<file path="config.mk">
export PLATFORM = sky130hd
export DESIGN_NAME = mem_stream_reader_flat
export DESIGN_NICKNAME = d
export VERILOG_FILES = /design/src/rtl/mem_stream_pkg.sv /design/src/rtl/mem_stream_reader_if.sv /design/src/rtl/mem_stream_fifo2.sv /design/src/rtl/mem_stream_reader.sv /design/src/flat_wrapper.sv
export SDC_FILE = /design/constraint.sdc
export NUM_CORES = 1
export LEC_CHECK = 0
export CORE_MARGIN = 10
export CORE_UTILIZATION = 46
export CTS_BUF_LIST = sky130_fd_sc_hd__clkbuf_4 sky130_fd_sc_hd__clkbuf_8 sky130_fd_sc_hd__clkbuf_16
export DETAILED_ROUTE_END_ITERATION = 6
export PLACE_DENSITY = 0.77
export SKIP_CTS_REPAIR_TIMING = 1
export SLEW_MARGIN = 10
export SYNTH_ARGS = -nofsm -noshare
export SYNTH_HDL_FRONTEND = slang
export SYNTH_SLANG_ARGS = --single-unit
</file>
<file path="constraint.sdc">
create_clock -name clk_i -period 3.9 [get_ports clk_i]
set_clock_uncertainty 0.2 [all_clocks]
set_input_delay 0.78 -clock clk_i [delete_from_list [all_inputs] [get_ports clk_i]]
set_output_delay 0.78 -clock clk_i [all_outputs]
set_load 0.005 [all_outputs]
</file>
<file path="src/rtl/mem_stream_pkg.sv">
// Shared constants and types for the memory stream reader.
// Imported by the interface, FIFO and top level.
package mem_stream_pkg;

  localparam int ADDR_W     = 6;
  localparam int DATA_W     = 32;
  localparam int FIFO_DEPTH = 2;

  typedef enum logic [1:0] {
    IDLE  = 2'd0,
    RUN   = 2'd1,
    DRAIN = 2'd2,
    DONE  = 2'd3
  } state_e;

endpackage

</file>
<file path="src/rtl/mem_stream_reader_if.sv">
// Control, memory-port and stream bundle of the reader.
// master = reader side, slave = surrounding logic.
interface mem_stream_reader_if
  import mem_stream_pkg::*;
#(
  parameter int AW = ADDR_W,
  parameter int DW = DATA_W
);

  logic          start;
  logic          abort;
  logic [AW-1:0] base;
  logic [AW:0]   count;
  logic          busy;
  logic          done;
  logic          mem_we;
  logic [AW-1:0] mem_addr;
  logic [DW-1:0] mem_data;
  logic          m_valid;
  logic          m_ready;
  logic [DW-1:0] m_data;
  logic          m_last;

  modport master (
    input  start, abort, base, count,
    input  mem_data, m_ready,
    output busy, done, mem_we, mem_addr,
    output m_valid, m_data, m_last
  );

  modport slave (
    output start, abort, base, count,
    output mem_data, m_ready,
    input  busy, done, mem_we, mem_addr,
    input  m_valid, m_data, m_last
  );

endinterface

</file>
<file path="src/rtl/mem_stream_fifo2.sv">
// Two-entry FIFO buffering read data ahead of the stream port.
// Flush wins over push and pop in the same cycle.
module mem_stream_fifo2
  import mem_stream_pkg::*;
#(
  parameter int DW = DATA_W
) (
  input  logic          clk,
  input  logic          rst,
  input  logic          push,
  input  logic          pop,
  input  logic          flush,
  input  logic [DW-1:0] din,
  output logic [1:0]    count,
  output logic [DW-1:0] head
);

  localparam logic [1:0] FULL = 2'(FIFO_DEPTH);

  logic [DW-1:0] slot [FIFO_DEPTH];
  logic          rptr;
  logic          wptr;
  logic [1:0]    cnt;
  logic          do_pop;
  logic          do_push;

  assign do_pop  = pop && (cnt != 2'd0);
  assign do_push = push && ((cnt != FULL) || do_pop);
  assign count   = cnt;
  assign head    = slot[rptr];

  // pointers and occupancy
  always_ff @(posedge clk or posedge rst) begin
    if (rst) begin
      rptr <= 1'b0;
      wptr <= 1'b0;
      cnt  <= 2'd0;
    end else if (flush) begin
      rptr <= 1'b0;
      wptr <= 1'b0;
      cnt  <= 2'd0;
    end else begin
      if (do_push) wptr <= ~wptr;
      if (do_pop)  rptr <= ~rptr;
      unique case ({do_push, do_pop})
        2'b10:   cnt <= cnt + 2'd1;
        2'b01:   cnt <= cnt - 2'd1;
        default: cnt <= cnt;
      endcase
    end
  end

  // data storage, no reset needed
  always_ff @(posedge clk) begin
    if (do_push && !flush) slot[wptr] <= din;
  end

endmodule

</file>
<file path="src/rtl/mem_stream_reader.sv">
// Sequencer reading a run of words from a sync-read memory
// and streaming them out with full valid/ready backpressure.
module mem_stream_reader
  import mem_stream_pkg::*;
#(
  parameter int ADDR_WIDTH = ADDR_W,
  parameter int DATA_WIDTH = DATA_W
) (
  input  logic clk_i,
  input  logic rst_i,
  mem_stream_reader_if.master bus
);

  localparam logic [1:0] S_IDLE  = IDLE;
  localparam logic [1:0] S_RUN   = RUN;
  localparam logic [1:0] S_DRAIN = DRAIN;
  localparam logic [1:0] S_DONE  = DONE;

  localparam logic [ADDR_WIDTH:0] DEPTH =
    {1'b1, {ADDR_WIDTH{1'b0}}};
  localparam logic [ADDR_WIDTH:0] ONE_C =
    (ADDR_WIDTH+1)'(1);
  localparam logic [ADDR_WIDTH-1:0] ONE_A =
    ADDR_WIDTH'(1);

  logic [1:0]            state;
  logic [ADDR_WIDTH-1:0] addr;
  logic [ADDR_WIDTH:0]   rem_issue;
  logic [ADDR_WIDTH:0]   rem_out;
  logic [ADDR_WIDTH:0]   cnt_sat;
  logic                  rd_pend;
  logic [1:0]            fcount;
  logic [DATA_WIDTH-1:0] head;
  logic [2:0]            occ;
  logic                  pop;
  logic                  issue;
  logic                  flush;

  assign cnt_sat = (bus.count > DEPTH) ? DEPTH : bus.count;
  assign pop     = bus.m_valid && bus.m_ready;
  assign occ     = {1'b0, fcount} + {2'b0, rd_pend};
  assign flush   = bus.abort && (state != S_IDLE);
  // keep in-flight read plus buffered words within two slots
  assign issue   = (state == S_RUN) &&
                   (rem_issue != '0) &&
                   ((occ - {2'b0, pop}) < 3'd2);

  assign bus.mem_we   = 1'b0;
  assign bus.mem_addr = addr;
  assign bus.busy     = (state != S_IDLE);
  assign bus.done     = (state == S_DONE);
  assign bus.m_valid  = (fcount != 2'd0);
  assign bus.m_data   = head;
  assign bus.m_last   = bus.m_valid && (rem_out == ONE_C);

  mem_stream_fifo2 #(.DW(DATA_WIDTH)) u_fifo (
    .clk   (clk_i),
    .rst   (rst_i),
    .push  (rd_pend),
    .pop   (pop),
    .flush (flush),
    .din   (bus.mem_data),
    .count (fcount),
    .head  (head)
  );

  // run FSM, address and counters, read-pending flag
  always_ff @(posedge clk_i or posedge rst_i) begin
    if (rst_i) begin
      state     <= S_IDLE;
      addr      <= '0;
      rem_issue <= '0;
      rem_out   <= '0;
      rd_pend   <= 1'b0;
    end else if (flush) begin
      state   <= S_IDLE;
      rd_pend <= 1'b0;
    end else begin
      rd_pend <= issue;
      if (pop) rem_out <= rem_out - ONE_C;
      unique case (state)
        S_IDLE: begin
          if (bus.start) begin
            addr      <= bus.base;
            rem_issue <= cnt_sat;
            rem_out   <= cnt_sat;
            state     <= (cnt_sat == '0) ? S_DONE : S_RUN;
          end
        end
        S_RUN: begin
          if (issue) begin
            addr      <= addr + ONE_A;
            rem_issue <= rem_issue - ONE_C;
            if (rem_issue == ONE_C) state <= S_DRAIN;
          end
        end
        S_DRAIN: begin
          if (pop && (rem_out == ONE_C)) state <= S_DONE;
        end
        S_DONE: begin
          state <= S_IDLE;
        end
      endcase
    end
  end

endmodule

</file>
<file path="src/flat_wrapper.sv">
// flat-port wrapper written by rule: the top's interface ports become plain ports
module mem_stream_reader_flat import mem_stream_pkg::*;
#(
  parameter int ADDR_WIDTH = ADDR_W,
  parameter int DATA_WIDTH = DATA_W
)
  (clk_i, rst_i, bus_start, bus_abort, bus_base, bus_count, bus_mem_data, bus_m_ready, bus_busy, bus_done, bus_mem_we, bus_mem_addr, bus_m_valid, bus_m_data, bus_m_last);
  mem_stream_reader_if bus_i ();
  input  logic clk_i;
  input  logic rst_i;
  input wire logic [$bits(bus_i.start)-1:0] bus_start;
  input wire logic [$bits(bus_i.abort)-1:0] bus_abort;
  input wire logic [$bits(bus_i.base)-1:0] bus_base;
  input wire logic [$bits(bus_i.count)-1:0] bus_count;
  input wire logic [$bits(bus_i.mem_data)-1:0] bus_mem_data;
  input wire logic [$bits(bus_i.m_ready)-1:0] bus_m_ready;
  output wire logic [$bits(bus_i.busy)-1:0] bus_busy;
  output wire logic [$bits(bus_i.done)-1:0] bus_done;
  output wire logic [$bits(bus_i.mem_we)-1:0] bus_mem_we;
  output wire logic [$bits(bus_i.mem_addr)-1:0] bus_mem_addr;
  output wire logic [$bits(bus_i.m_valid)-1:0] bus_m_valid;
  output wire logic [$bits(bus_i.m_data)-1:0] bus_m_data;
  output wire logic [$bits(bus_i.m_last)-1:0] bus_m_last;
  assign bus_i.start = bus_start;
  assign bus_i.abort = bus_abort;
  assign bus_i.base = bus_base;
  assign bus_i.count = bus_count;
  assign bus_i.mem_data = bus_mem_data;
  assign bus_i.m_ready = bus_m_ready;
  assign bus_busy = bus_i.busy;
  assign bus_done = bus_i.done;
  assign bus_mem_we = bus_i.mem_we;
  assign bus_mem_addr = bus_i.mem_addr;
  assign bus_m_valid = bus_i.m_valid;
  assign bus_m_data = bus_i.m_data;
  assign bus_m_last = bus_i.m_last;
  mem_stream_reader #(.ADDR_WIDTH(ADDR_WIDTH), .DATA_WIDTH(DATA_WIDTH)) u_core (.clk_i(clk_i), .rst_i(rst_i), .bus(bus_i));
endmodule
</file>
Yosys cells after proc, flatten, opt, wreduce, memory -nomap -nowiden

Memories as Yosys holds them, arrays and structs flattened.
Cells that the tools add are included.

Flip-flop bits (word level): 27
Latch bits: 0
Memory bits (writable): 64
Bits in read-only memories: 0
Logic and storage cells: 83
Memories kept: 1

$add $sub $neg: 7
$mul: 0
Div/mod/pow operators: 0
Order comparisons: 2
Eq/ne operators: 14
Shift-type cells: 0
Mux-type cells: 26
Bitwise gates (word level): 3
Reductions and logical operators: 22

Memories:

| name               | depth | width | read ports | clocked after Yosys merged registers in | write ports | RTL line               | RTL |
|---|---|---|---|---|---|---|---|
| u_core.u_fifo.slot | 2     | 32    | 1          | 0                                       | 1           | mem_stream_fifo2.sv:20 | `logic [DW-1:0] slot [FIFO_DEPTH];` |

Operators by type and width:

| operator                                                                      | count |
|---|---|
| 7-bit two-way mux                                                             | 6 |
| 7-bit by 1-bit equality test with 1-bit output (second input constant)        | 2 |
| 2-bit two-way mux                                                             | 7 |
| 7-bit case mux with 2 select lines                                            | 1 |
| 7-bit by 1-bit subtractor with 7-bit output (second input constant)           | 2 |
| 6-bit two-way mux                                                             | 2 |
| 6-bit case mux with 2 select lines                                            | 1 |
| 2-bit nonzero test                                                            | 5 |
| 1-bit logical AND                                                             | 9 |
| 2-bit case mux with 4 select lines                                            | 1 |
| 4-bit AND reduction                                                           | 2 |
| 7-bit > comparator (second input constant)                                    | 1 |
| 7-bit logical NOT                                                             | 1 |
| 1-bit two-way mux                                                             | 7 |
| 7-bit nonzero test                                                            | 1 |
| 6-bit by 1-bit adder with 6-bit output (second input constant)                | 1 |
| 2-bit equality test (second input constant)                                   | 3 |
| 3-bit by 2-bit != test with 1-bit output (second input constant)              | 2 |
| 3-bit != test (second input constant)                                         | 2 |
| 2-bit by 1-bit equality test with 1-bit output (second input constant)        | 2 |
| 2-bit != test (second input constant)                                         | 2 |
| 2-bit case mux with 2 select lines                                            | 1 |
| 2-bit by 1-bit adder with 3-bit output                                        | 1 |
| 3-bit by 2-bit less-than comparator with 1-bit output (second input constant) | 1 |
| 9 further kinds                                                               | 11 |

Depth between registers and ports, before layout

Gate-level depths: netlist of the first run.

Depth after elaboration: 8
Depth in mapped cells: 9
Gate-level depth less buffers: 7

Hierarchy

Synthesis of the first run repeated with hierarchy kept, for this count alone.

Cells, all modules: 318
Area total of the unflattened synthesis: 4162.7 sq um

Modules (own cells, without submodules):

| module            | times used | cells each | area an instance (sq um) | sequential area each (sq um) |
|---|---|---|---|---|
| mem_stream_fifo2  | 1          | 128        | 2551.2                   | 2021.9 |
| mem_stream_reader | 1          | 190        | 1611.5                   | 575.6 |

Worst setup path after synthesis of the first run

No wires, ideal clock.

Kind: input port to flip-flop
Start point: input bus_abort
End point: memory u_core.u_fifo.slot[1][0] in the netlist's numbering (enable)
Setup time: 468 ps
Data arrival time: 3555 ps
Data required time: 3232 ps
Setup slack: -323 ps
Stages: 3
Path through: nor2b_1 clkbuf_1 nor3b_1

Cells in the longest elaborated chain, start to end: 5

Ends and longest elaborated chain:

| element                                 | RTL line                | RTL |
|---|---|---|
| from (decl)                             | flat_wrapper.sv:12      | `input wire logic [$bits(bus_i.abort)-1:0] bus_abort;` |
| 1-bit logical AND                       | mem_stream_reader.sv:42 | `assign flush = bus.abort && (state != S_IDLE);` |
| 1-bit logical NOT                       | mem_stream_fifo2.sv:55  | `if (do_push && !flush) slot[wptr] <= din;` |
| 1-bit logical AND                       | mem_stream_fifo2.sv:55  |  |
| 1-bit two-way mux                       | mem_stream_fifo2.sv:55  |  |
| 1-bit two-way mux (not written as such) | mem_stream_fifo2.sv:55  |  |
| to (decl)                               | mem_stream_fifo2.sv:20  |  |

No other way between the ends.

Final worst setup path of the first run

Start point: input bus_m_ready
End point: register u_core.addr[1], in the netlist u_core.bus.mem_addr[1]

Cells in the longest elaborated chain, start to end: 6

Ends and longest elaborated chain:

| element                                                   | RTL line                | RTL |
|---|---|---|
| from (decl)                                               | flat_wrapper.sv:16      | `input wire logic [$bits(bus_i.m_ready)-1:0] bus_m_ready;` |
| 1-bit logical AND                                         | mem_stream_reader.sv:40 | `assign pop = bus.m_valid && bus.m_ready;` |
| 3-bit by 1-bit subtractor with 3-bit output               | mem_stream_reader.sv:46 | `((occ - {2'b0, pop}) < 3'd2);` |
| 3-bit by 2-bit less-than comparator with 1-bit output     | mem_stream_reader.sv:46 |  |
| 1-bit logical AND                                         | mem_stream_reader.sv:45 | `(rem_issue != '0) &&` |
| 2-bit by 1-bit != test with 1-bit output (no source line) | -                       |  |
| 4-bit AND reduction (no source line)                      | -                       |  |
| to (signal assigned)                                      | mem_stream_reader.sv:84 | `addr <= bus.base;` |
| to (signal assigned)                                      | mem_stream_reader.sv:92 | `addr <= addr + ONE_A;` |
| to (decl)                                                 | mem_stream_reader.sv:27 | `logic [ADDR_WIDTH-1:0] addr;` |

No other way between the ends.
A chain may end at the register's enable or synchronous reset.

==> summary.txt, run 1 <==
Timing
  • Final period utilization: 78.9%
  • Pin slew with the least headroom to its limit: 1080 ps
  • RSZ-0062 raised after global routing: false
  • Worst hold margin: 360 ps
  • Setup ws final: 822 ps
  • Setup TNS: 0 ps
  • Slew HR: 27.6%
  • Fin. max-slew vios: 0
  • Crit path time final: 3080 ps
  • Final setup violation count: 0
  • Fmax: 0.325 GHz
  • Final hold violations: 0

Logic synthesis
  • Synthesized area: 4220 um^2
  • Compound-gate portion of the synthesized area: 8.64%
  • Post-Synth XOR/XNOR Area: 2.26%
  • Avg Cell Area, Syn: 13.5 um^2
  • Mux share of post-synthesis cell area: 10.9%
  • Main combinational cell family by area after synthesis: multiplexers
  • Post-synthesis register bit count: 91
  • Seq/Total Area, Yosys: 61.6%
  • Post-synth EDFFs: 64
  • Post-Synth Adder-Cell Area: 3.74%
  • Ys flop type: edfxtp_1
  • Asr flop ratio synth: 29.7%
  • Cells after synthesis: 313
  • Netlist cell types: 53
  • Syn_nets: 375
  • Post-synthesis simple-gate area fraction: 10.3%
  • Yosys warnings: 0

Worst setup path
  • CP max FO: 10
  • RR Endpoint: u_core.bus.mem_addr[1]
  • Critical Path AT: 3120 ps
  • Reg-to-reg critical path startpoint: u_core.u_fifo.count[1]
  • Reg2Reg Setup Slack: 1120 ps
  • R2R cell count: 7
  • Critical Path Sink: u_core.bus.mem_addr[1]
  • CP required: 3940 ps
  • Crit path from: bus_m_ready
  • CP Launch Type: primary input
  • Worst setup EP type: flip-flop
  • Kind of critical path: primary input to flip-flop

Placed design
  • Placer Congestion: 0.839
  • Setup Slack @ Placement: 447 ps
  • Number of I/O port buffers: 91
  • Detailed-placement wirelength estimate: 6900 um

Pwr
  • Switching power: 1300 uW
  • Comb pwr share: 44.0%
  • Power Dens Cells: 656 nW/um^2
  • Seq pwr share: 38.8%
  • Power Internal: 2290 uW
  • Clk pwr share: 17.2%
  • Worst vdd ir: 0.000365 V
  • Switching Fraction: 36.3%
  • Leakage: 0.00198 uW

Status
  • Status: complete, no violations

Clocking
  • Clock transition at path regs: 90 ps
  • CTS buffer count: 9
  • Htree depth: 3
  • Clock tree buffer depth: 2
  • Root Driver: clkbuf_8
  • Sink Count: 91
  • Clk_lat worst skew: 350 ps
  • CTS tree: built

Min path
  • Hold Crit Class: flip-flop to flip-flop
  • Hold_sp: u_core.rem_out[6]

Global route
  • GR Overflow Total: 0
  • First-pass GRT wire length: 14800 um
  • Largest net degree at the start of global routing: 33
  • GRT Total Usage: 13.8%
  • Antenna violations before repair: 0
  • Vias in the first global route: 2937

Detailed routing
  • DRC viols: 0
  • Initial DRC Count: 239
  • Vias after detailed routing: 2881
  • Initial DRT Pass Iterations: 5
  • WL/cell: 18.4 um
  • Total wire length: 9610 um
  • Vias per cell: 5.51
  • Antenna-violating nets left: 0

Floorplan
  • Die Wd: 116 um
  • Starting Density: 47.9%
  • IO Pins: 93
  • Core area: 8810 um^2
  • Die Area: 13400 um^2
  • Site row count: 34
  • Die height: 116 um

Final layout
  • Share of cells above drive strength 1: 16.4%
  • P&R area growth vs syn: 29.9%
  • Final nets: 472
  • Diodes inserted: 0

Run
  • Maxcap violations: 0
==> cell type report <==
class	count	area, um^2
Clock buffer	10	131
Fill cell	699	3330
Multi-Input combinational cell	196	1540
Clock inverter	6	57.6
Sequential cell	91	2600
Tap cell	108	135
Timing Repair Buffer	98	963
Inverter	14	52.6
==> power groups by stage <==
| stage | clock, uW | sequential, uW | combinational [uW] |
|---|---|---|---|
| final | 618 | 1390 | 1580 |
| after global routing | 665 | 1420 | 1730 |
| after CTS | 630 | 1390 | 1590 |
| after detailed placement | 0 | 1410 | 1580 |
| after global placement | 0 | 1400 | 1540 |
| after floorplan | 0 | 1370 | 1000 |
==> logic make-up (layout without fill, tap and decap cells) <==
kind of cell             Yosys count  after routing
other                              1              1
adder cells (fa/ha/maj)           12             12
AO/OA/AOI/OAI                     50             50
flip-flops                        91             91
XOR/XNOR                          10             10
buffers and inverters             26            128
AND/OR/NAND/NOR                   82             82
multiplexers                      41             41
==> placed cells by master (no fill, tap or decap), types with 4 or more instances in the layout <==
cell type	Yosys	final
dfrtp_1	27	27
clkbuf_8	0	9
and3_1	5	5
nand2_1	13	13
mux2_2	35	35
clkdlybuf4s50_1	0	91
nor2_1	18	18
nor3_1	5	4
a21oi_1	15	15
nand4_1	5	5
nor2b_1	4	4
inv_1	12	12
edfxtp_1	64	64
nor4_1	4	4
xor2_1	6	6
o211ai_1	4	4
ha_1	11	11
o21ai_0	8	8
buf_4	1	7
nand3_1	13	13
mux2i_1	5	5
==> synth_stat cells (all sizes together), types with 4 or more instances <==
library cell / n / area share, %
a21oi: 16 / 2.2
and3: 5 / 0.74
buf: 4 / 0.50
clkbuf: 8 / 0.71
dfrtp: 27 / 16
edfxtp: 64 / 46
ha: 11 / 3.3
inv: 13 / 1.2
mux2: 36 / 9.7
mux2i: 5 / 1.2
nand2: 13 / 1.2
nand3: 13 / 1.5
nand4: 5 / 0.74
nor2: 18 / 1.6
nor2b: 4 / 0.59
nor3: 5 / 0.59
nor4: 4 / 0.59
o211ai: 4 / 0.71
o21ai: 9 / 1.1
or3: 4 / 0.71
xnor2: 4 / 1.0
xor2: 6 / 1.2
==> critical path, stage by stage <==
cell and delay (ps):
clkdlybuf4s50_1 520, xor2_1 150, nand2_1 80, fa_1 410, xnor2_2 240, o2111ai_4 220, a21oi_4 390, mux2_4 330
==> sequential cells by signal, indices dropped and copies added (netlist names) <==
name,cells
u_core.u_fifo.wptr,1
u_core.u_fifo.count,2
u_core.rem_out,7
u_core.bus.mem_addr,6
u_core.rd_pend,1
u_core.u_fifo.rptr,1
u_core.state,2
u_core.u_fifo.slot,64
u_core.rem_issue,7
==> how the worst min path moves through the flow <==
stage	to	slack, ps	cells past startpoint
after floorplan	u_core.rem_out[6]	280	1
after global placement	u_core.rem_out[6]	300	1
after detailed placement	u_core.rem_out[6]	330	1
after CTS	u_core.rem_out[6]	350	1
after global routing	u_core.rem_out[6]	390	1
final	u_core.rem_out[6]	360	1
==> metal layers <==
| layer | part of all wire (%) | global-route usage, % | up-vias | wire length, um |
|---|---|---|---|---|
| met2 | 47 | 22.6 | 111 | 4500 |
| met3 | 8.0 | 3.67 | 13 | 770 |
| met1 | 44 | 17.6 | 1386 | 4230 |
| met5 | 0 | 0 | - | 0 |
| met4 | 1.2 | 4.25 | 0 | 111 |
| li1 | - | - | 1371 | - |
==> stage by stage <==
step	cell area [um^2]	util [%]	instances	total power (uW)
final	5470	62.2	523	3590
after global routing	5470	62.2	523	3820
after CTS	5470	62.2	523	3610
after detailed placement	5290	60.0	507	2990
after global placement	5290	60.0	507	2940
after floorplan	4230	-	313	2370
Power figures use the tool's default switching activity.
==> run 2, diff against run 1 <==
--- a/config.mk
+++ b/config.mk
@@ -6,10 +6,10 @@
 export NUM_CORES = 1
 export LEC_CHECK = 0
 export CORE_MARGIN = 10
-export CORE_UTILIZATION = 46
+export CORE_UTILIZATION = 50
 export CTS_BUF_LIST = sky130_fd_sc_hd__clkbuf_4 sky130_fd_sc_hd__clkbuf_8 sky130_fd_sc_hd__clkbuf_16
 export DETAILED_ROUTE_END_ITERATION = 6
-export PLACE_DENSITY = 0.77
+export PLACE_DENSITY = 0.79
 export SKIP_CTS_REPAIR_TIMING = 1
 export SLEW_MARGIN = 10
 export SYNTH_ARGS = -nofsm -noshare
==> constraint.sdc (replaced) <==
create_clock -name clk_i -period 3.05 [get_ports clk_i]
set_clock_uncertainty 0.2 [all_clocks]
set_input_delay 0.61 -clock clk_i [delete_from_list [all_inputs] [get_ports clk_i]]
set_output_delay 0.61 -clock clk_i [all_outputs]
set_load 0.005 [all_outputs]
==> run 2 against run 1 <==
  * Combinational power rose by 37%
  * Critical path type unchanged
  * Worst setup slack lost 590 ps
  * Count of clock-buffer cells in the layout decreased by 1
  * Flip-flop and latch count unchanged
  * Largest power group unchanged
  * Critical path depth unchanged
  * Largest cell class unchanged
  * First-iteration DRC count fell by 21%
==> summary.txt, run 2 (synthesis results as in run 1) <==
Status
  • Status: complete, no violations (unchanged)

Detailed routing
  • Antenna-violating nets left: 0 (unchanged)
  • Vias after detailed routing: 2896 (was 2881)
  • WL/cell: 18.2 um (was 18.4 um)
  • Total wire length: 9680 um (was 9610 um)
  • Initial DRT Pass Iterations: 4 (was 5)
  • DRC viols: 0 (unchanged)
  • Initial DRC Count: 188 (was 239)
  • Vias per cell: 5.45 (was 5.51)

Worst setup path
  • CP Cell Sequence: clkdlybuf4s50_1 -> xor2_1 -> nand2_1 -> fa_1 -> xnor2_2 -> o2111ai_4 -> o211a_1 -> or3_1 (was clkdlybuf4s50_1 -> xor2_1 -> nand2_1 -> fa_1 -> xnor2_2 -> o2111ai_4 -> a21oi_4 -> mux2_4)
  • CP Launch Type: primary input (unchanged)
  • Kind of critical path: primary input to flip-flop (unchanged)
  • R2R cell count: 7 (unchanged)
  • CP max FO: 6 (was 10)
  • Worst setup EP type: flip-flop (unchanged)
  • Critical Path Sink: u_core.bus.mem_addr[4] (was u_core.bus.mem_addr[1])
  • RR Endpoint: u_core.bus.mem_addr[4] (was u_core.bus.mem_addr[1])
  • Crit-path max cell delay: 520 ps (about the same)
  • CP max-delay cell: clkdlybuf4s50_1 (unchanged)
  • Reg-to-reg critical path startpoint: u_core.u_fifo.count[0] (was u_core.u_fifo.count[1])
  • Buf+Inv Stages, Crit Path: 1 (unchanged)
  • Reg2Reg Setup Slack: 460 ps (was 1120 ps)
  • CP required: 3090 ps (was 3940 ps)
  • Crit path from: bus_m_ready (unchanged)
  • Critical path depth in cells: 8 (unchanged)
  • Critical Path AT: 2860 ps (was 3120 ps)
  • Family with the most delay on the worst path: buffers and inverters (was compound AO/OA/AOI/OAI gates)

Global route
  • Antenna violations before repair: 0 (unchanged)
  • GRT Total Usage: 15.6% (was 13.8%)
  • Vias in the first global route: 3096 (was 2937)
  • Largest net degree at the start of global routing: 32 (was 33)
  • GR Overflow Total: 0 (unchanged)
  • First-pass GRT wire length: 16000 um (was 14800 um)

Floorplan
  • Core area: 8220 um^2 (was 8810 um^2)
  • IO Pins: 93 (unchanged)
  • Die Area: 12500 um^2 (was 13400 um^2)
  • Starting Density: 51.3% (was 47.9%)
  • Site row count: 33 (was 34)
  • Die height: 112 um (was 116 um)
  • Die Wd: 112 um (was 116 um)

Clocking
  • Root Driver: clkbuf_8 (unchanged)
  • CTS buffer count: 9 (unchanged)
  • CTS tree: built (unchanged)
  • Clock transition at path regs: 90 ps (about the same)
  • Clk_lat worst skew: 350 ps (about the same)
  • Sink Count: 91 (unchanged)
  • Clock tree buffer depth: 2 (unchanged)
  • Htree depth: 3 (unchanged)

Pwr
  • Power Dens Cells: 847 nW/um^2 (was 656 nW/um^2)
  • Leakage: 0.00204 uW (was 0.00198 uW)
  • Worst vdd ir: 0.000502 V (was 0.000365 V)

Timing
  • Final setup violation count: 0 (unchanged)
  • Crit path time final: 2820 ps
  • Pin slew with the least headroom to its limit: 518 ps (was 1080 ps)
  • Setup TNS: 0 ps (unchanged)
  • Worst hold margin: 341 ps (was 360 ps)
  • Slew HR: 65.0% (was 27.6%)
  • Final hold violations: 0 (unchanged)
  • RSZ-0062 raised after global routing: false (unchanged)
  • Fmax: 0.355 GHz
  • Final period utilization: 92.5%
  • Fin. max-slew vios: 0 (unchanged)

Final layout
  • Most frequent cells in the layout: clkdlybuf4s50_1 (91), edfxtp_1 (64), mux2_2 (35) (unchanged)
  • P&R area growth vs syn: 32.1% (was 29.9%)
  • Top reg by flops: u_core.u_fifo.slot (unchanged)
  • Non-filler cells, final: 531 (was 523)
  • Diodes inserted: 0 (unchanged)
  • Largest register FFs: 64 (unchanged)
  • Final Cell Area: 5570 um^2 (was 5470 um^2)
  • Final nets: 483 (was 472)
  • # fillers: 598 (was 699)
  • Commonest non-fill, non-tap cell in the layout: clkdlybuf4s50_1 (unchanged)
  • Largest regs: u_core.u_fifo.slot: 64 flops, u_core.rem_issue: 7 flops, u_core.rem_out: 7 flops (unchanged)
  • Share of cells above drive strength 1: 18.5% (was 16.4%)

Placed design
  • Detailed-placement wirelength estimate: 7260 um (was 6900 um)
  • Placed cell areas: 5380 um^2 (was 5290 um^2)
  • Number of I/O port buffers: 91 (unchanged)
  • Placer Congestion: 0.824 (was 0.839)
  • Placed cell count: 515 (was 507)

Run
  • Maxcap violations: 0 (unchanged)

Min path
  • Hold Crit Class: flip-flop to flip-flop (unchanged)
run 2: worst min path at each step:
| stage | from | slack (ps) | to | cells past startpoint |
|---|---|---|---|---|
| 2_1_floorplan | u_core.rem_out[6] | 280 | u_core.rem_out[6] | 1 |
| 3_3_place_gp | u_core.rem_out[6] | 310 | u_core.rem_out[6] | 1 |
| 3_5_place_dp | u_core.rem_out[6] | 320 | u_core.rem_out[6] | 1 |
| 4_1_cts | u_core.rem_out[6] | 340 | u_core.rem_out[6] | 1 |
| 5_1_grt | u_core.rem_out[6] | 380 | u_core.rem_out[6] | 1 |
| 6_report | u_core.rem_out[6] | 340 | u_core.rem_out[6] | 1 |
run 2: metrics by stage:
| stage | power, uW | utilization (%) | setup WS (ps) |
|---|---|---|---|
| after floorplan | 3040 | - | 19.7 |
| after global placement | 3880 | 65.4 | -44.9 |
| after detailed placement | 3970 | 65.4 | -170 |
| after CTS | 4750 | 67.8 | 228 |
| after global routing | 5050 | 67.8 | 78.7 |
| final | 4720 | 67.8 | 230 |
run 2: cell type report:
type / instances / area [um^2] / area share, %
flip-flops and latches: 91 / 2600 / 46.6
multi-input cells: 196 / 1540 / 27.6
well taps: 105 / 131 / 2.36
clock buffers: 9 / 124 / 2.22
clock inverters: 7 / 70.1 / 1.26
inverters: 14 / 52.6 / 0.943
repair buffers: 109 / 1060 / 19.0
run 2: layer usage:
metal  up-vias  routed length, um  GRT usage, %
li1       1388                  -             -
met1      1395               4080          18.5
met2        93               4780          26.2
met3        20                572          4.13
met4         0                243          6.77
met5         -                  0             0
run 2: where the power goes:
part           switching [uW]  internal [uW]  total (uW)
Combinational            1030           1130        2160
Clock                     461            319         780
Sequential                208           1570        1780
==> run 3, diff against run 2 <==
--- a/config.mk
+++ b/config.mk
@@ -5,11 +5,12 @@
 export SDC_FILE = /design/constraint.sdc
 export NUM_CORES = 1
 export LEC_CHECK = 0
+export ABC_AREA = 1
+export CORE_ASPECT_RATIO = 0.75
 export CORE_MARGIN = 10
-export CORE_UTILIZATION = 50
+export CORE_UTILIZATION = 29
 export CTS_BUF_LIST = sky130_fd_sc_hd__clkbuf_4 sky130_fd_sc_hd__clkbuf_8 sky130_fd_sc_hd__clkbuf_16
 export DETAILED_ROUTE_END_ITERATION = 6
-export PLACE_DENSITY = 0.79
 export SKIP_CTS_REPAIR_TIMING = 1
 export SLEW_MARGIN = 10
 export SYNTH_ARGS = -nofsm -noshare
==> run 3 against run 2 <==
  * Worst hold slack got worse by 64 ps
  * Count of clock-buffer cells in the layout unchanged
  * Utilization decreased by 28 points
  * Register-to-register slack got worse by 50 ps
  * Maximum frequency increased by 0.76%
  * Final cell count increased by 45%
  * Critical path type is now flip-flop to primary output
  * Via count increased by 14%
  * Routed wire length increased by 9.7%
  * First-iteration DRC count increased by 29%
  * Sequential share of layout area decreased by 2.1 points
  * Flip-flop and latch count unchanged
==> summary.txt, run 3 <==
Final layout
  • Most frequent cells in the layout: nand2_1 (194), clkdlybuf4s50_1 (91), edfxtp_1 (64) (was clkdlybuf4s50_1 (91), edfxtp_1 (64), mux2_2 (35))
  • Share of cells above drive strength 1: 8.07% (was 18.5%)
  • Largest register FFs: 64 (unchanged)
  • Commonest non-fill, non-tap cell in the layout: nand2_1 (was clkdlybuf4s50_1)
  • Top reg by flops: u_core.u_fifo.slot (unchanged)
  • P&R area growth vs syn: 34.0% (was 32.1%)
  • Largest regs: u_core.u_fifo.slot: 64 flops, u_core.rem_issue: 7 flops, u_core.rem_out: 7 flops (unchanged)
  • Diodes inserted: 0 (unchanged)
  • Final Cell Area: 5830 um^2 (was 5570 um^2)
  • Final nets: 627 (was 483)
  • # fillers: 1384 (was 598)

Timing
  • Worst hold margin: 277 ps (was 341 ps)
  • Final period utilization: 91.8% (was 92.5%)
  • Final hold violations: 0 (unchanged)
  • Setup ws final: 251 ps (was 230 ps)
  • Crit path time final: 2800 ps (was 2820 ps)
  • Final setup violation count: 0 (unchanged)
  • Pin slew with the least headroom to its limit: 950 ps (was 518 ps)
  • Fmax: 0.357 GHz (was 0.355 GHz)
  • Slew HR: 36.5% (was 65.0%)
  • RSZ-0062 raised after global routing: false (unchanged)
  • Fin. max-slew vios: 0 (unchanged)

Clocking
  • Sink Count: 91 (unchanged)
  • Clock tree buffer depth: 2 (unchanged)
  • Htree depth: 3 (unchanged)
  • Clock transition at path regs: 70 ps (was 90 ps)
  • CTS tree: built (unchanged)
  • Clk_lat worst skew: 330 ps (was 350 ps)
  • Root Driver: clkbuf_16 (was clkbuf_8)
  • CTS buffer count: 9 (unchanged)

Floorplan
  • IO Pins: 93 (unchanged)
  • Site row count: 38 (was 33)
  • Die height: 126 um (was 112 um)
  • Core area: 14600 um^2 (was 8220 um^2)
  • Die Wd: 161 um (was 112 um)
  • Starting Density: 29.8% (was 51.3%)
  • Die Area: 20400 um^2 (was 12500 um^2)

Logic synthesis
  • Post-synth EDFFs: 64 (unchanged)
  • Post-synthesis register bit count: 91 (unchanged)
  • Syn_nets: 528 (was 375)
  • Post-synthesis simple-gate area fraction: 25.1% (was 10.3%)
  • Largest cells by area after synthesis: edfxtp_1 (44%), nand2_1 (17%), dfrtp_1 (16%), ha_1 (3.2%), inv_1 (3.1%) (was edfxtp_1 (46%), dfrtp_1 (16%), mux2_2 (9.3%), ha_1 (3.3%), a21oi_1 (1.8%))
  • Synth area leader: edfxtp_1 (unchanged)
  • Most frequent cell after synthesis: nand2_1 (was edfxtp_1)
  • Post-Synth XOR/XNOR Area: 0.805% (was 2.26%)
  • Commonest cells post-synth: nand2_1 (194), edfxtp_1 (64), inv_1 (36) (was edfxtp_1 (64), mux2_2 (35), dfrtp_1 (27))
  • Ys flop type: edfxtp_1 (unchanged)
  • Post-Synth Adder-Cell Area: 3.62% (was 3.74%)
  • Top-area cell type share of the netlist area: 44.1% (was 45.6%)
  • Compound-gate portion of the synthesized area: 5.40% (was 8.64%)
  • Cells after synthesis: 466 (was 313)
  • Synthesized area: 4350 um^2 (was 4220 um^2)
  • Avg Cell Area, Syn: 9.34 um^2 (was 13.5 um^2)
  • Mux share of post-synthesis cell area: 0% (was 10.9%)
  • Netlist cell types: 36 (was 53)
  • Main combinational cell family by area after synthesis: simple AND/OR/NAND/NOR gates (was multiplexers)
  • Yosys warnings: 0 (unchanged)
  • Asr flop ratio synth: 29.7% (unchanged)
  • Seq/Total Area, Yosys: 59.7% (was 61.6%)

Run
  • Maxcap violations: 0 (unchanged)

Detailed routing
  • Initial DRT Pass Iterations: 4 (unchanged)
  • Vias after detailed routing: 3314 (was 2896)
  • Total wire length: 10600 um (was 9680 um)
  • WL/cell: 13.8 um (was 18.2 um)
  • Vias per cell: 4.30 (was 5.45)
  • DRC viols: 0 (unchanged)
  • Antenna-violating nets left: 0 (unchanged)
  • Initial DRC Count: 242 (was 188)

Min path
  • Hold path cells: 2 (was 1)
  • Hold_sp: u_core.rem_out[4] (was u_core.rem_out[6])
  • Hold Crit Class: flip-flop to flip-flop (unchanged)
  • Worst hold endpoint: u_core.rem_out[4] (was u_core.rem_out[6])

Worst setup path
  • RR Endpoint: u_core.u_fifo.slot[0][8] (was u_core.bus.mem_addr[4])
  • CP Cell Sequence: inv_1 -> nand2_1 -> nor2_1 -> inv_1 -> nor4_1 -> clkdlybuf4s50_1 (was clkdlybuf4s50_1 -> xor2_1 -> nand2_1 -> fa_1 -> xnor2_2 -> o2111ai_4 -> o211a_1 -> or3_1)
  • CP Launch Type: flip-flop (was primary input)
  • Worst setup EP type: primary output (was flip-flop)
  • Buf+Inv Stages, Crit Path: 3 (was 1)
  • Reg-to-reg critical path startpoint: u_core.state[0] (was u_core.u_fifo.count[0])
  • CP max-delay cell: clkdlybuf4s50_1 (unchanged)
  • CP required: 2240 ps (was 3090 ps)
  • CP dominant cell by count: inv_1
  • Reg2Reg Setup Slack: 410 ps (was 460 ps)
  • R2R cell count: 5 (was 7)
  • Critical Path AT: 1990 ps (was 2860 ps)
  • Crit-path max cell delay: 580 ps (was 520 ps)
  • CP max FO: 4 (was 6)
  • Family with the most delay on the worst path: buffers and inverters (unchanged)
  • Kind of critical path: flip-flop to primary output (was primary input to flip-flop)

Pwr
  • Power Dens Cells: 884 nW/um^2 (was 847 nW/um^2)
  • Leakage: 0.00247 uW (was 0.00204 uW)
  • Total power: 5160 uW (was 4720 uW)
  • Worst vdd ir: 0.000288 V (was 0.000502 V)

Global route
  • GR Overflow Total: 0 (unchanged)
  • Largest net degree at the start of global routing: 35 (was 32)
  • Antenna violations before repair: 0 (unchanged)
  • First-pass GRT wire length: 17400 um (was 16000 um)
  • GRT Total Usage: 10.5% (was 15.6%)
  • Vias in the first global route: 3314 (was 3096)

Status
  • Status: complete, no violations (unchanged)

Placed design
  • Detailed-placement wirelength estimate: 7770 um (was 7260 um)
  • Number of I/O port buffers: 91 (unchanged)
  • Setup Slack @ Placement: 13.6 ps (was -170 ps)
  • Placer Congestion: 0.849 (was 0.824)
  • Placed cell areas: 5540 um^2 (was 5380 um^2)
==> run 3: layout make-up <==
type	count	area [um^2]	area share [%]
Sequential cell	91	2600	44.5
Multi-Input combinational cell	321	1540	26.4
Clock buffer	9	225	3.86
Inverter	40	155	2.66
Tap cell	200	250	4.29
Timing Repair Buffer	102	993	17.0
Clock inverter	7	70.1	1.20
==> run 3: kinds of logic (layout without fill, tap and decap cells) <==
| group | Yosys count | count (layout) |
|---|---|---|
| adder cells (fa/ha/maj) | 12 | 12 |
| XOR/XNOR | 4 | 4 |
| AO/OA/AOI/OAI | 40 | 40 |
| buffers and inverters | 54 | 158 |
| other | 1 | 1 |
| AND/OR/NAND/NOR | 264 | 264 |
| flip-flops | 91 | 91 |
==> run 3: through the flow <==
stage	setup TNS [ps]	utilization, %	cells
after floorplan	-7510	-	466
after global placement	0	37.9	754
after detailed placement	0	37.9	754
after CTS	0	40.0	770
after global routing	0	40.0	770
final	0	40.0	770
==> run 3: report_power, final <==
| part | leakage [uW] | internal, uW | switching (uW) |
|---|---|---|---|
| Combinational | 0.00140 | 992 | 1330 |
| Sequential | 0.000916 | 1590 | 173 |
| Clock | 0.000147 | 575 | 497 |
==> run 3: worst max path at each step <==
stage                      startpoint                  endpoint  depth (start not counted)
finish              u_core.rem_out[3]                bus_m_last                          6
global route        u_core.rem_out[3]                bus_m_last                          6
CTS                 u_core.rem_out[3]                bus_m_last                          6
detailed placement        bus_m_ready    u_core.bus.mem_addr[4]                         14
global placement          bus_m_ready       u_core.rem_issue[1]                         14
floorplan             u_core.state[0]  u_core.u_fifo.slot[1][0]                          5
==> run 3: routing by layer <==
| layer | wire length (um) | GRT usage, % | part of all wire (%) | vias up |
|---|---|---|---|---|
| li1 | - | - | - | 1713 |
| met3 | 435 | 2.38 | 4.1 | 6 |
| met5 | 0 | 0 | 0 | - |
| met4 | 91 | 3.04 | 0.86 | 0 |
| met2 | 5140 | 17.2 | 48 | 54 |
| met1 | 4950 | 13.6 | 47 | 1541 |
==> run 3: worst register-to-register path: cells and delay by family (launching register included) <==
kind | cells | cell delay (ps)
DFF | 1 | 400
buffers and inverters | 1 | 110
and+or+nand+nor | 3 | 1170
adders and majority gates | 1 | 360
